File: src/rtl/rvc_packer.sv
// RV32I -> RVC compressor and little-endian halfword packer into aligned 32-bit words.
// Optional compressed-instruction counter on cmp_count when RVC_PACK_STATS_EN is defined.
module rvc_packer (
    input  logic        clk,
    input  logic        rst_n,
    input  logic        in_valid,
    output logic        in_ready,
    input  logic [31:0] in_instr,
    input  logic        flush,
    output logic        out_valid,
    input  logic        out_ready,
    output logic [31:0] out_word
`ifdef RVC_PACK_STATS_EN
    ,
    output logic [15:0] cmp_count
`endif
);

    localparam logic [6:0] OPC_OP_IMM = 7'b0010011;
    localparam logic [6:0] OPC_OP     = 7'b0110011;
    localparam logic [6:0] OPC_JALR   = 7'b1100111;
    localparam logic [6:0] OPC_LOAD   = 7'b0000011;
    localparam logic [6:0] OPC_STORE  = 7'b0100011;

    logic [6:0]  opc;
    logic [4:0]  rd, rs1, rs2;
    logic [2:0]  f3;
    logic [6:0]  f7;
    logic [11:0] imm_i, imm_s;
    logic        rd_p, rs1_p, rs2_p, imm_small;
    logic        ca_ok;
    logic [1:0]  ca_fn;
    logic        is_c;
    logic [15:0] c_half;

    logic [15:0] hold;
    logic        hold_vld;
    logic        accept, flush_fire;

    assign opc   = in_instr[6:0];
    assign rd    = in_instr[11:7];
    assign f3    = in_instr[14:12];
    assign rs1   = in_instr[19:15];
    assign rs2   = in_instr[24:20];
    assign f7    = in_instr[31:25];
    assign imm_i = in_instr[31:20];
    assign imm_s = {in_instr[31:25], in_instr[11:7]};

    assign rd_p      = (rd[4:3] == 2'b01);
    assign rs1_p     = (rs1[4:3] == 2'b01);
    assign rs2_p     = (rs2[4:3] == 2'b01);
    // 6-bit signed immediate: upper bits must all be sign copies
    assign imm_small = (imm_i[11:5] == 7'h00) || (imm_i[11:5] == 7'h7f);

    always_comb begin
        ca_ok = 1'b0;
        ca_fn = 2'b00;
        if (f7 == 7'h20 && f3 == 3'b000) begin
            ca_ok = 1'b1;
            ca_fn = 2'b00;
        end else if (f7 == 7'h00) begin
            case (f3)
                3'b100: begin ca_ok = 1'b1; ca_fn = 2'b01; end
                3'b110: begin ca_ok = 1'b1; ca_fn = 2'b10; end
                3'b111: begin ca_ok = 1'b1; ca_fn = 2'b11; end
                default: ;
            endcase
        end
    end

    always_comb begin
        is_c   = 1'b0;
        c_half = 16'h0000;
        if (in_instr == 32'h0000_0013) begin
            is_c   = 1'b1;
            c_half = 16'h0001;
        end else if (opc == OPC_OP_IMM && f3 == 3'b000 && rs1 == 5'd0 && rd != 5'd0 && imm_small) begin
            is_c   = 1'b1;
            c_half = {3'b010, imm_i[5], rd, imm_i[4:0], 2'b01};
        end else if (opc == OPC_OP_IMM && f3 == 3'b000 && rs1 == rd && rd != 5'd0 &&
                     imm_i != 12'd0 && imm_small) begin
            is_c   = 1'b1;
            c_half = {3'b000, imm_i[5], rd, imm_i[4:0], 2'b01};
        end else if (opc == OPC_OP_IMM && f3 == 3'b001 && f7 == 7'h00 && rs1 == rd &&
                     rd != 5'd0 && rs2 != 5'd0) begin
            is_c   = 1'b1;
            c_half = {3'b000, 1'b0, rd, rs2, 2'b10};
        end else if (opc == OPC_OP && f7 == 7'h00 && f3 == 3'b000 && rd != 5'd0 &&
                     rs2 != 5'd0 && rs1 == 5'd0) begin
            is_c   = 1'b1;
            c_half = {4'b1000, rd, rs2, 2'b10};
        end else if (opc == OPC_OP && f7 == 7'h00 && f3 == 3'b000 && rd != 5'd0 &&
                     rs2 != 5'd0 && rs1 == rd) begin
            is_c   = 1'b1;
            c_half = {4'b1001, rd, rs2, 2'b10};
        end else if (opc == OPC_OP && ca_ok && rd_p && rs2_p && rs1 == rd) begin
            is_c   = 1'b1;
            c_half = {6'b100011, rd[2:0], ca_fn, rs2[2:0], 2'b01};
        end else if (opc == OPC_JALR && f3 == 3'b000 && imm_i == 12'd0 && rs1 != 5'd0 &&
                     rd == 5'd0) begin
            is_c   = 1'b1;
            c_half = {4'b1000, rs1, 5'd0, 2'b10};
        end else if (opc == OPC_JALR && f3 == 3'b000 && imm_i == 12'd0 && rs1 != 5'd0 &&
                     rd == 5'd1) begin
            is_c   = 1'b1;
            c_half = {4'b1001, rs1, 5'd0, 2'b10};
        end else if (opc == OPC_LOAD && f3 == 3'b010 && rd_p && rs1_p &&
                     imm_i[11:7] == 5'd0 && imm_i[1:0] == 2'b00) begin
            is_c   = 1'b1;
            c_half = {3'b010, imm_i[5:3], rs1[2:0], imm_i[2], imm_i[6], rd[2:0], 2'b00};
        end else if (opc == OPC_LOAD && f3 == 3'b010 && rd != 5'd0 && rs1 == 5'd2 &&
                     imm_i[11:8] == 4'd0 && imm_i[1:0] == 2'b00) begin
            is_c   = 1'b1;
            c_half = {3'b010, imm_i[5], rd, imm_i[4:2], imm_i[7:6], 2'b10};
        end else if (opc == OPC_STORE && f3 == 3'b010 && rs2_p && rs1_p &&
                     imm_s[11:7] == 5'd0 && imm_s[1:0] == 2'b00) begin
            is_c   = 1'b1;
            c_half = {3'b110, imm_s[5:3], rs1[2:0], imm_s[2], imm_s[6], rs2[2:0], 2'b00};
        end else if (opc == OPC_STORE && f3 == 3'b010 && rs1 == 5'd2 &&
                     imm_s[11:8] == 4'd0 && imm_s[1:0] == 2'b00) begin
            is_c   = 1'b1;
            c_half = {3'b110, imm_s[5:2], imm_s[7:6], rs2, 2'b10};
        end else if (in_instr == 32'h0010_0073) begin
            is_c   = 1'b1;
            c_half = 16'h9002;
        end
    end

    assign in_ready   = !out_valid || out_ready;
    assign accept     = in_valid && in_ready;
    // an arriving instruction always wins; padding waits for an idle input cycle
    assign flush_fire = flush && !in_valid && in_ready && hold_vld;

    always_ff @(posedge clk or negedge rst_n) begin
        if (!rst_n) begin
            out_valid <= 1'b0;
            out_word  <= 32'h0;
            hold      <= 16'h0;
            hold_vld  <= 1'b0;
        end else begin
            if (out_valid && out_ready)
                out_valid <= 1'b0;
            if (accept) begin
                if (!hold_vld) begin
                    if (is_c) begin
                        hold     <= c_half;
                        hold_vld <= 1'b1;
                    end else begin
                        out_word  <= in_instr;
                        out_valid <= 1'b1;
                    end
                end else if (is_c) begin
                    out_word  <= {c_half, hold};
                    out_valid <= 1'b1;
                    hold_vld  <= 1'b0;
                end else begin
                    out_word  <= {in_instr[15:0], hold};
                    hold      <= in_instr[31:16];
                    out_valid <= 1'b1;
                end
            end else if (flush_fire) begin
                out_word  <= {16'h0001, hold};
                out_valid <= 1'b1;
                hold_vld  <= 1'b0;
            end
        end
    end

`ifdef RVC_PACK_STATS_EN
    always_ff @(posedge clk or negedge rst_n) begin
        if (!rst_n)
            cmp_count <= 16'h0;
        else if (accept && is_c)
            cmp_count <= cmp_count + 16'd1;
    end
`endif

endmodule

File: config.mk
export PLATFORM = sky130hd
export DESIGN_NAME = rvc_packer
export DESIGN_NICKNAME = d
export VERILOG_FILES = /design/src/rtl/rvc_packer.sv
export SDC_FILE = /design/constraint.sdc
export NUM_CORES = 1
export LEC_CHECK = 0
export CORE_MARGIN = 2
export CORE_UTILIZATION = 40
export DETAILED_ROUTE_END_ITERATION = 12
export PLACE_DENSITY = 0.75
export SLEW_MARGIN = 5
export SYNTH_ARGS = -nofsm -noshare
export SYNTH_HDL_FRONTEND = slang
export SYNTH_SLANG_ARGS = --single-unit
File: constraint.sdc
create_clock -name clk -period 2.21 [get_ports clk]
set_input_delay 0.221 -clock clk [delete_from_list [all_inputs] [get_ports clk]]
set_output_delay 0.221 -clock clk [all_outputs]
set_load 0.01 [all_outputs]
# Yosys cells after proc, flatten, opt, wreduce, memory -nomap -nowiden
# Index checks and enable logic that the tools add are counted.
# op_classes
n_addsub,0
multipliers,0
div_mod_pow,0
order_cmp,0
n_eq_ne,22
shift,0
mux,52
bitwise_logic,0
n_reduce_logical,73
# ops
operator,count
$mux 16,17
$mux 32,5
$logic_and 1x1->1,51
$eq 32x21->1 const B,1
$eq 32x5->1 const B,1
$mux 1,27
$eq 7x6->1 const B,3
$logic_not 5->1,3
$reduce_bool 5->1,3
$eq 7x7->1 const B,2
$logic_not 12->1,1
$reduce_bool 12->1,1
$eq 3x3->1 const B,3
$eq 7x2->1 const B,1
$eq 7x5->1 const B,1
$logic_not 7->1,1
$eq 2x1->1 const B,3
$pmux 2 s3,1
$eq 5x1->1 const B,1
$eq 5x2->1 const B,1
$eq 5x5->1,1
$logic_not 2->1,2
$logic_not 4->1,1
$mux 2,2
11 further kinds,14
# totals
reg_bits,50
latch_bits,0
ram_bits,0
rom_bits,0
input_bits,37
output_inout_bits,34
word_cells,151
memories,0

# Longest topological paths before layout
# Gate-level depths: netlist of run 1.
# depth
word_depth,21
ltp_mapped,16
ltp_nobuf,14

# Least setup slack after synthesis of run 1
# Ideal clock, no wire load.
# synth_path
path_kind,input to register
startpoint,input port in_instr[31]
endpoint,register hold[11]
setup_time_ns,0.127
t_arrival_ns,3.366
required_time_ns,2.083
setup_slack_ns,-1.283
path_stages,12
n_path_buf,3
path_cell_list,or4_1 > buf_2 > or4_4 > a31oi_1 > nor2_1 > or4_1 > ha_1 > or2_2 > clkbuf_1 > clkbuf_1 > a21oi_1 > o31ai_1
# synth_between
elab_chain_len,18
word_cells_on_any_way,74
cone_classes,eq/ne: 5; mux: 31; reduce/logical: 38
# synth_rtl
element,line,text
from (decl),8,"input logic [31:0] in_instr,"
"parallel branches: the longest is 18 deep, another holds $eq 32x21->1",--,
to (signal assigned),146,hold <= c_half;
to (signal assigned),158,hold <= in_instr[31:16];
to (decl),36,logic [15:0] hold;
# Parallel ways; which one is timed is not known. The select of a mux whose other input is x is not followed.
# A chain may end at the register's enable or synchronous reset.

# Final worst setup path of run 1
# layout_path
startpoint,input port in_instr[27]
endpoint,register out_word[22]
# layout_between
elab_chain_len,18
word_cells_on_any_way,70
cone_classes,eq/ne: 5; mux: 33; reduce/logical: 32
# layout_rtl
element,line,text
$eq 32x21->1 / $logic_not 5->1 (equally long branches),"123, 108, 116",
$mux 1 / $logic_and 1x1->1 (equally long branches),"123, 115",
$mux 1 / $logic_and 1x1->1 (equally long branches),"119, 116",
$mux 1 / $mux 16 (equally long branches),115,end else if (opc == OPC_STORE && f3 == 3'b010 && rs2_p && rs1_p &&
$mux 1 / $mux 16 (equally long branches),111,end else if (opc == OPC_LOAD && f3 == 3'b010 && rd != 5'd0 && rs1 == 5'd2 &&
$mux 1 / $mux 16 (equally long branches),107,end else if (opc == OPC_LOAD && f3 == 3'b010 && rd_p && rs1_p &&
$mux 1 / $mux 16 (equally long branches),103,end else if (opc == OPC_JALR && f3 == 3'b000 && imm_i == 12'd0 && rs1 != 5'd0 &&
$mux 1 / $mux 16 (equally long branches),99,end else if (opc == OPC_JALR && f3 == 3'b000 && imm_i == 12'd0 && rs1 != 5'd0 &&
[... 2 more ...],--,
$mux 1 / $mux 16 (equally long branches),88,end else if (opc == OPC_OP && f7 == 7'h00 && f3 == 3'b000 && rd != 5'd0 &&
$mux 1 / $mux 16 (equally long branches),84,end else if (opc == OPC_OP_IMM && f3 == 3'b001 && f7 == 7'h00 && rs1 == rd &&
$mux 1 / $mux 16 (equally long branches),80,end else if (opc == OPC_OP_IMM && f3 == 3'b000 && rs1 == rd && rd != 5'd0 &&
$mux 1 / $mux 16 (equally long branches),77,end else if (opc == OPC_OP_IMM && f3 == 3'b000 && rs1 == 5'd0 && rd != 5'd0 && imm_small) begin
$mux 1 / $mux 16 (equally long branches),74,if (in_instr == 32'h0000_0013) begin
$mux 32,152,end else if (is_c) begin
$mux 32,144,if (!hold_vld) begin
$mux 32,143,if (accept) begin
to (signal assigned),149,out_word <= in_instr;
to (signal assigned),153,"out_word <= {c_half, hold};"
to (signal assigned),157,"out_word <= {in_instr[15:0], hold};"
to (decl),12,output logic [31:0] out_word
# Parallel ways exist; a longest one is shown, timed or not.

==> out/qor.yml, run 1 <==
route:
  wl_um: 20200
  first_pass_iters: 6
  drc: 0
  wl_per_cell_um: 24.8
  num_vias: 5287
  drt_iter0_drc: 620
  via_per_inst: 6.50
  antenna_left: 0
power:
  p_comb_share_pct: 40.1
  peakVddDrop_v: 0.000307
  power_switching_mw: 1.08
  internal_power_mw: 1.98
  p_leak_nw: 3.02
  totalPowerFinal_mw: 3.06
  p_per_area_nw_per_um2: 445
  clockPowerShare_pct: 18.2
  swShare_pct: 35.3
  seqPwrFrac_pct: 41.7
critical_path:
  critPathSlowestCell: "or4_4"
  path_cells: "dlygate4sd2_1 > or3_4 > or4_4 > a31oi_4 > nor2_4 > or4_4 > ha_4 > nor2b_4 > o21ai_4 > buf_12 > a22oi_2 > nand3_1"
  crit_buf_inv: 2
  critPathMaxFanout: 10
  critPathKind: "in -> reg"
  cpPeakStageDelay_ns: 0.58
  critPathLaunchType: "input port"
  critical_path.top_delay_family: "simple AND/OR/NAND/NOR gates"
  setup.worst_path.end_class: "flip-flop"
  startpoint: "in_instr[27]"
  worst_ep_required_time_ns: 2.39
  crit_arrival_ns: 3.19
  critPathMostFrequentCell: "or4_4"
  rr_startpoint: "hold_vld"
timing:
  slew_headroom_pct: 58.5
  fin_worst_skew_ns: 0.00680
  worst_pin_slew_ns: 0.623
  grt_setup_unrepaired: "true"
  fin_crit_ns: 3.00
  fin_ws_ns: -0.792
  period_share_pct: 136
  drv_slew: 0
  hold_violations: 0
  tns_ns: -32.54
  setup-violations-final: 50
  max_clock_freq_mhz: 333
  hold_ws_ns: 0.00267
clocking:
  clock_latency_ns: 0.31
  htreeDepth: 2
  cts_root_buffer: "clkbuf_8"
  clock_sinks: 50
  numCtsBuffers: 5
  path_clk_slew_ns: 0.10
  cts_tree: "yes"
  clockBufferDepth: 2
layout:
  finalNetCount: 739
  final_area_um2: 6880
  area_delta_synth_final_pct: 82.6
  fillers: 654
  drive_gt1_share_pct: 47.0
  antennaDiodeCount: 0
yosys:
  synth_nets: 499
  synth_cell_types: 66
  yosysTopAreaCellShare_pct: 33.2
  synth_area_leaders: "dfrtp_1 (33%), nand2_1 (4.6%), mux2i_1 (4.5%)"
  synth_area_um2: 3770
  yosysTopAreaCell: "dfrtp_1"
  yosys_register_bits: 50
  avgSynthCellArea_um2: 8.17
  ys_warn_count: 0
  ys.flop_type: "dfrtp_1"
  syn_inst: 461
  async_flop_share_pct: 100
  ys_seq_area_share_pct: 33.2
  synth_edf_count: 0
die:
  rows: 35
  die_x_um: 101
  start_util_pct: 41.0
  coreArea_um2: 9200
  ioPinCount: 71
  die_h_um: 101
  dieArea_um2: 10200
place:
  hpwl_um: 14300
  place_congestion: 1.02
  place_area_um2: 5870
  port_buffers: 70
global_route:
  grt_pass1_wl_um: 29600
  grt_max_degree: 51
  overflow: 0
  grt_pass1_vias: 5291
  grt_usage_pct: 38.2
  antenna_found_initial: 0
outcome:
  outcome: "finished with violations"
  violations: "negative setup slack"
worst_hold_path:
  hold_class: "in -> async"
job:
  drv_cap: 0
-- sequential cells by signal (all words and copies together), names as in the netlist --
| signal | cells |
|---|---|
| out_word | 32 |
| hold | 16 |
| hold_vld | 1 |
| out_valid | 1 |
-- cell type report --
class / count / area, um2 / share of cell area [%]
repair buffers: 261 / 2330 / 33.9
inverters: 6 / 22.5 / 0.327
flip-flops and latches: 50 / 1250 / 18.2
clock buffers: 5 / 68.8 / 1.00
well taps: 111 / 139 / 2.02
multi-input cells: 377 / 3050 / 44.3
clock inverters: 3 / 21.3 / 0.309
-- what timing repair did --
item | in CTS | in global routing
hold buffers | 0 | 0
pin swaps | 47 | 36
setup endpoints to repair | 50 | 50
resized for setup | 143 | 76
setup buffers | 13 | 10
cloned | 6 | 1
-- cells in the mapped netlist (5+ instances only) --
cell      instances
a21oi_1          27
a22oi_1          13
o211ai_1          6
nor2b_1           7
o221ai_1          5
mux2i_1          17
dfrtp_1          50
nand3_1          24
nor4_1            8
and2_1            6
nor2_1           27
nand2_1          46
o21ai_0          33
nand4_1          13
nor4b_1           6
o21ai_1           9
and3_1            9
nand2b_1          7
a211oi_1          7
a31oi_1           6
xor2_1            5
clkbuf_1         27
inv_1             5
nor3_1           15
-- power groups by stage --
stage | registers [mW] | clock network, mW | logic, mW
2_1_floorplan | 1.28 | 0 | 0.343
3_3_place_gp | 1.23 | 0 | 0.987
3_5_place_dp | 1.24 | 0 | 1.01
4_1_cts | 1.25 | 0.539 | 1.12
5_1_grt | 1.29 | 0.590 | 1.30
6_report | 1.28 | 0.557 | 1.23
-- metrics by stage --
step	std cells	setup slack, ns	util [%]
2_1_floorplan	461	-1.03	-
3_3_place_gp	776	-1.44	63.8
3_5_place_dp	776	-1.48	63.8
4_1_cts	803	-0.800	70.8
5_1_grt	813	-0.854	74.8
6_report	813	-0.792	74.8
-- path summary, 6_finish.rpt --
| kind | slack, ns | depth (start not counted) | end |
|---|---|---|---|
| min in group clk | 0.31 | 4 | out_word[30] |
| max in group asynchronous | 1.78 | 2 | hold[12] |
| worst max register to register | 0.14 | 6 | out_word[22] |
| worst max-delay path | -0.79 | 12 | out_word[22] |
| worst min-delay path | 0.003 | 2 | out_word[7] |
| worst min register to register | 0.51 | 2 | out_word[15] |
-- worst reg2reg max path, stage by stage, from the launching register on --
cell      delay, ns
dfrtp_1        0.37
clkinv_1       0.32
nor3b_1        0.54
o21ai_4        0.19
buf_12         0.20
a22oi_2        0.20
nand3_1        0.12
-- cells in the final DEF, fill, tap and decap left out, types with 7 or more instances in the layout --
cell / n
dlymetal6s2s_1: 13
a21oi_1: 13
nand2_1: 25
o21ai_1: 27
nor2_1: 18
nor2_4: 7
dlygate4sd2_1: 8
a22oi_2: 9
nand2_2: 15
nand3_1: 21
mux2i_1: 17
a21oi_2: 12
nand4_1: 13
nand2b_1: 7
clkdlybuf4s50_1: 38
nor3_1: 11
buf_4: 167
o21ai_2: 10
dfrtp_1: 50
buf_6: 19
-- layer usage --
layer | share of wire [%] | track usage (%) | vias up
met3 | 8.5 | 5.69 | 98
met1 | 38 | 47.2 | 2573
li1 | - | - | 2268
met5 | 0 | 0 | -
met4 | 5.7 | 14.7 | 0
met2 | 48 | 66.7 | 348
-- logic make-up (layout without fill, tap and decap cells) --
| logic type | Yosys count | in the layout | share of synthesized area (%) |
|---|---|---|---|
| simple gates | 208 | 209 | 31.1 |
| compound gates | 144 | 144 | 25.7 |
| flops | 50 | 50 | 33.2 |
| buf+inv | 35 | 275 | 3.72 |
| mux | 18 | 18 | 4.81 |
| xor+xnor | 5 | 5 | 1.16 |
| fa+ha+maj | 1 | 1 | 0.332 |
(Power assumes the default switching activity.)
==> run 2, diff against run 1 <==
Settings changed: TNS_END_PERCENT set to 100.
==> results of run 2 <==
The final DEF is identical to that of run 1; final timing and power are the same.
